$ cat src/rtl/rom_programavel.sv
// Loadable instruction memory: sequential load port with an auto-incrementing
// pointer, plus a registered one-cycle fetch port that is disabled while loading.
module rom_programavel #(
    parameter int DATA_WIDTH = 8,
    parameter int ADDR_WIDTH = 5,
    parameter int DEPTH      = 32
) (
    input  logic                  clock,
    input  logic                  reset,
    input  logic                  leitura_pedido,
    input  logic [ADDR_WIDTH-1:0] endereco,
    output logic [DATA_WIDTH-1:0] dado,
    output logic                  dado_valido,
    input  logic                  carga_inicio,
    input  logic                  carga_valido,
    input  logic [DATA_WIDTH-1:0] carga_dado,
    input  logic                  carga_fim,
    output logic                  a_carregar,
    output logic [ADDR_WIDTH:0]   palavras_carregadas,
    output logic                  cheia
);

    typedef enum logic {
        PRONTO = 1'b0,
        CARGA  = 1'b1
    } estado_t;

    localparam logic [ADDR_WIDTH:0] DEPTH_W = (ADDR_WIDTH+1)'(DEPTH);
    localparam logic [ADDR_WIDTH:0] ULTIMO  = (ADDR_WIDTH+1)'(DEPTH - 1);

    logic [DATA_WIDTH-1:0] mem [DEPTH];

    estado_t               estado_q, estado_d;
    logic [ADDR_WIDTH:0]   ponteiro_q, ponteiro_d;
    logic                  cheia_q, cheia_d;
    logic [DATA_WIDTH-1:0] dado_q, dado_d;
    logic                  valido_q, valido_d;
    logic                  wr_en;
    logic                  em_faixa;

    assign em_faixa = ({1'b0, endereco} < DEPTH_W);

    always_comb begin
        estado_d   = estado_q;
        ponteiro_d = ponteiro_q;
        cheia_d    = cheia_q;
        dado_d     = dado_q;
        valido_d   = 1'b0;
        wr_en      = 1'b0;
        if (estado_q == PRONTO) begin
            // A fetch in the same cycle as carga_inicio is still served.
            if (leitura_pedido) begin
                valido_d = 1'b1;
                dado_d   = em_faixa ? mem[endereco] : '0;
            end
            if (carga_inicio) begin
                estado_d   = CARGA;
                ponteiro_d = '0;
                cheia_d    = 1'b0;
            end
        end else begin
            if (carga_inicio) begin
                ponteiro_d = '0;
            end else begin
                if (carga_valido) begin
                    wr_en      = 1'b1;
                    ponteiro_d = ponteiro_q + 1'b1;
                    // Filling the last slot ends the load; no wrap to 0.
                    if (ponteiro_q == ULTIMO) begin
                        cheia_d  = 1'b1;
                        estado_d = PRONTO;
                    end
                end
                if (carga_fim) estado_d = PRONTO;
            end
        end
    end

    always_ff @(posedge clock) begin
        if (reset) begin
            estado_q   <= PRONTO;
            ponteiro_q <= '0;
            cheia_q    <= 1'b0;
            dado_q     <= '0;
            valido_q   <= 1'b0;
        end else begin
            estado_q   <= estado_d;
            ponteiro_q <= ponteiro_d;
            cheia_q    <= cheia_d;
            dado_q     <= dado_d;
            valido_q   <= valido_d;
        end
    end

    // Storage is deliberately outside reset so a mid-load reset keeps words.
    always_ff @(posedge clock) begin
        if (wr_en) mem[ponteiro_q[ADDR_WIDTH-1:0]] <= carga_dado;
    end

    assign dado                = dado_q;
    assign dado_valido         = valido_q;
    assign a_carregar          = (estado_q == CARGA);
    assign palavras_carregadas = ponteiro_q;
    assign cheia               = cheia_q;

endmodule
$ cat config.mk
export PLATFORM = sky130hd
export DESIGN_NAME = rom_programavel
export DESIGN_NICKNAME = d
export VERILOG_FILES = /design/src/rtl/rom_programavel.sv
export SDC_FILE = /design/constraint.sdc
export NUM_CORES = 1
export LEC_CHECK = 0
export BUFFER_PORTS_ARGS = -buffer_cell sky130_fd_sc_hd__buf_2
export CORE_ASPECT_RATIO = 1.1
export CORE_MARGIN = 2
export CORE_UTILIZATION = 54
export CTS_CLUSTER_SIZE = 16
export DETAILED_ROUTE_END_ITERATION = 8
export PLACE_DENSITY = 0.71
export SETUP_SLACK_MARGIN = 0.1
export SLEW_MARGIN = 0
export SYNTH_ARGS = -nofsm -noshare
export SYNTH_HDL_FRONTEND = slang
export SYNTH_SLANG_ARGS = --single-unit
$ cat constraint.sdc
create_clock -name clock -period 2.6 [get_ports clock]
set_input_delay 0.13 -clock clock [delete_from_list [all_inputs] [get_ports clock]]
set_output_delay 0.13 -clock clock [all_outputs]
set_load 0.005 [all_outputs]
==> impl_metrics.json <==
{
  "outcome": "completed",
  "use_met3": 0.0299,
  "clock_path_buffers": 3,
  "drv_slew": 0,
  "drc": 0,
  "cp_cell_sequence": "nand3_1, or2_2, or3b_2, a21oi_1, dlygate4sd3_1",
  "utilization": 0.626,
  "grt_setup_unrepaired": "false",
  "slowest_stage": "dlygate4sd3_1",
  "async_flop_share": 0,
  "cts_resized": 0,
  "worstPathArrival_ns": 2.78,
  "worst_hold_path.num_cells": 4,
  "cp_max_fo": 7,
  "use_met1": 0.299,
  "synth_edf_count": 256,
  "coreArea_um2": 19700,
  "reg2regPathDepth": 5,
  "die_height_um": 152,
  "synthMuxAreaShare": 0.119,
  "min_period_ns": 2.31,
  "synth_simple_gate_area_share": 0.0406,
  "cts_buffers": 25,
  "synth_area_leader_cell": "edfxtp_1",
  "clock-sinks": 273,
  "tns_ns": 0,
  "grt_max_degree": 33,
  "synth_common_cells": "256 x edfxtp_1, 128 x mux2i_1, 64 x a22oi_1",
  "hp-start": "leitura_pedido",
  "cp_top_family": "simple AND/OR/NAND/NOR gates",
  "synth_fp_nets": 675,
  "viasPerCell": 6.03,
  "synth_ff_type": "edfxtp_1",
  "die_w_um": 139,
  "num_antenna_cells": 0,
  "peakVddDrop_mv": 0.618,
  "wl_per_cell_um": 23.1,
  "fp.dieArea_um2": 21100,
  "vias": 6025,
  "synth_compound_area_frac": 0.0685,
  "rr_endpoint": "cheia",
  "start_util": 0.547,
  "synth.avg_cell_area_um2": 16.6,
  "maxSlewHeadroom": 0.136,
  "synth.area.top_cells": "edfxtp_1 71%, mux2i_1 12%, a22oi_1 4.5%",
  "yosysMostFrequentCell": "edfxtp_1",
  "htreeDepth": 1,
  "antenna_found_initial": 0,
  "p_per_area_nw_per_um2": 715,
  "clk_pin_slew_ns": 0.07,
  "critPathRequiredTime_ns": 3.06,
  "clk-insertion-delay-late_ns": 0.53,
  "ys_seq_elements": 273,
  "hold_viol_final": 0,
  "area_growth_pct": 14.4,
  "drive_gt1_frac": 0.171,
  "io_buffer_count": 35,
  "antenna_left": 0,
  "maxCapViolCount": 0,
  "synth_top_area_frac": 0.712,
  "setup_violations": 0,
  "p_total_mw": 8.83,
  "synth_top_family_by_area": "multiplexers",
  "synth-warning-count": 0,
  "grt_busiest_layer": "met2",
  "synthAdderAreaFrac": 0.00464,
  "ys_types": 29,
  "hp-class": "in2reg",
  "ios": 36,
  "crit_type": "reg2reg",
  "fp-row-count": 54,
  "hold_path_end": "dado[5]",
  "end_kind": "flop",
  "crit_buf_inv": 1,
  "clock-root-buffer": "clkbuf_16",
  "reg2reg_setup_slack_ns": 0.29,
  "first_pass_iters": 5,
  "nNetsFinal": 751,
  "gp_congestion": 0.913,
  "drt_iter0_drc": 614,
  "seq_area_frac_synth": 0.744,
  "synth_xor_area_frac": 0.00243,
  "period_share": 0.890,
  "leakagePower_nw": 4.40,
  "startpoint_type": "flop",
  "grt_pass1_vias": 5948,
  "worst_pin_slew_ns": 1.30,
  "cts_tree": "done",
  "track_usage": 0.217,
  "max_freq_ghz": 0.432,
  "timing.rr.start": "palavras_carregadas[4]",
  "slowest_delay_ns": 0.55,
  "grt_pass1_wl_um": 35200,
  "grt-ovfl-total": 0,
  "hpwl_um": 14800,
  "use_met2": 0.364,
  "synth_cells": 652,
  "fin_skew_ns": 0.0109,
  "routed_wl_um": 23100,
  "synth_area_um2": 10800
}
## routing by layer
metal / wire length [um] / vias up / part of all wire
met2: 11400 / 266 / 0.49
met4: 554 / 0 / 0.024
li1: - / 2703 / -
met5: 0 / - / 0
met1: 9380 / 3014 / 0.41
met3: 1770 / 42 / 0.076
## worst max path at each step
| stage | start | end | depth (start not counted) |
|---|---|---|---|
| 6_report | palavras_carregadas[4] | cheia | 5 |
| 5_1_grt | palavras_carregadas[4] | cheia | 5 |
| 4_1_cts | palavras_carregadas[4] | cheia | 5 |
| 3_5_place_dp | endereco[2] | dado[6] | 6 |
| 3_3_place_gp | endereco[2] | dado[6] | 6 |
| 2_1_floorplan | palavras_carregadas[4] | mem[16][0] | 3 |
## worst reg2reg max path, delay by kind of cell, from the launching register on
kind,cells,cell delay (ns)
AO/OA/AOI/OAI,1,0.12
buffers and inverters,1,0.55
flip-flops,1,0.50
AND/OR/NAND/NOR,3,1.10
## area by class of cell
| type | instances | area [um^2] |
|---|---|---|
| Clock buffer | 36 | 697 |
| Clock inverter | 10 | 108 |
| Fill cell | 1389 | 7380 |
| Inverter | 3 | 11.3 |
| Multi-Input combinational cell | 337 | 2550 |
| Sequential cell | 273 | 8030 |
| Tap cell | 252 | 315 |
| Timing Repair Buffer | 88 | 644 |
## cell usage in the layout (no fill, tap or decap), types with 2 or more instances in the layout
cell / count
xor2_1: 2
nand2b_1: 2
buf_2: 34
or3b_2: 2
or4_1: 8
ha_1: 4
dfxtp_1: 17
nand2_1: 12
nand3b_1: 5
clkbuf_1: 8
a21oi_1: 36
a211oi_1: 8
nor2b_1: 2
buf_4: 43
clkbuf_16: 25
o21ai_0: 2
nor2_1: 47
inv_6: 2
or3_1: 2
clkinv_2: 6
a22oi_1: 64
bufinv_16: 2
and2_1: 2
clkbuf_8: 3
dlygate4sd3_1: 6
mux2i_1: 128
inv_1: 3
buf_12: 4
or2_2: 3
edfxtp_1: 256
## repair_timing
| action | CTS | global route |
|---|---|---|
| hold endpoints to repair | 16 | 0 |
| setup endpoints to repair | 0 | 0 |
| buffers inserted | 0 | 0 |
| hold buffers | 6 | 0 |
## cell families (layout without fill, tap and decap cells)
family	count (synthesis)	in the layout
fa+ha+maj	4	4
buf+inv	42	137
compound gates	111	111
mux	128	128
simple gates	91	91
xor+xnor	3	3
flops	273	273
## report_power, final
part	total [mW]	switching (mW)	internal (mW)
Clock	3.58	1.51	2.07
Sequential	4.83	0.0162	4.82
Combinational	0.423	0.272	0.151
## sequential cells by signal, summed over array words and instances (netlist names)
| register | flops |
|---|---|
| dado | 8 |
| palavras_carregadas | 6 |
| cheia | 1 |
| mem | 256 |
| a_carregar | 1 |
| dado_valido | 1 |
## stage by stage
step	worst slack [ns]	hold slack, ns	std cells	area (um^2)
3_5_place_dp	0.393	0.408	947	11500
3_3_place_gp	0.397	0.400	947	11500
4_1_cts	0.288	0.144	999	12400
5_1_grt	0.168	0.186	999	12400
6_report	0.285	0.165	999	12400
2_1_floorplan	0.755	0.202	652	10800
(Power assumes the default switching activity.)
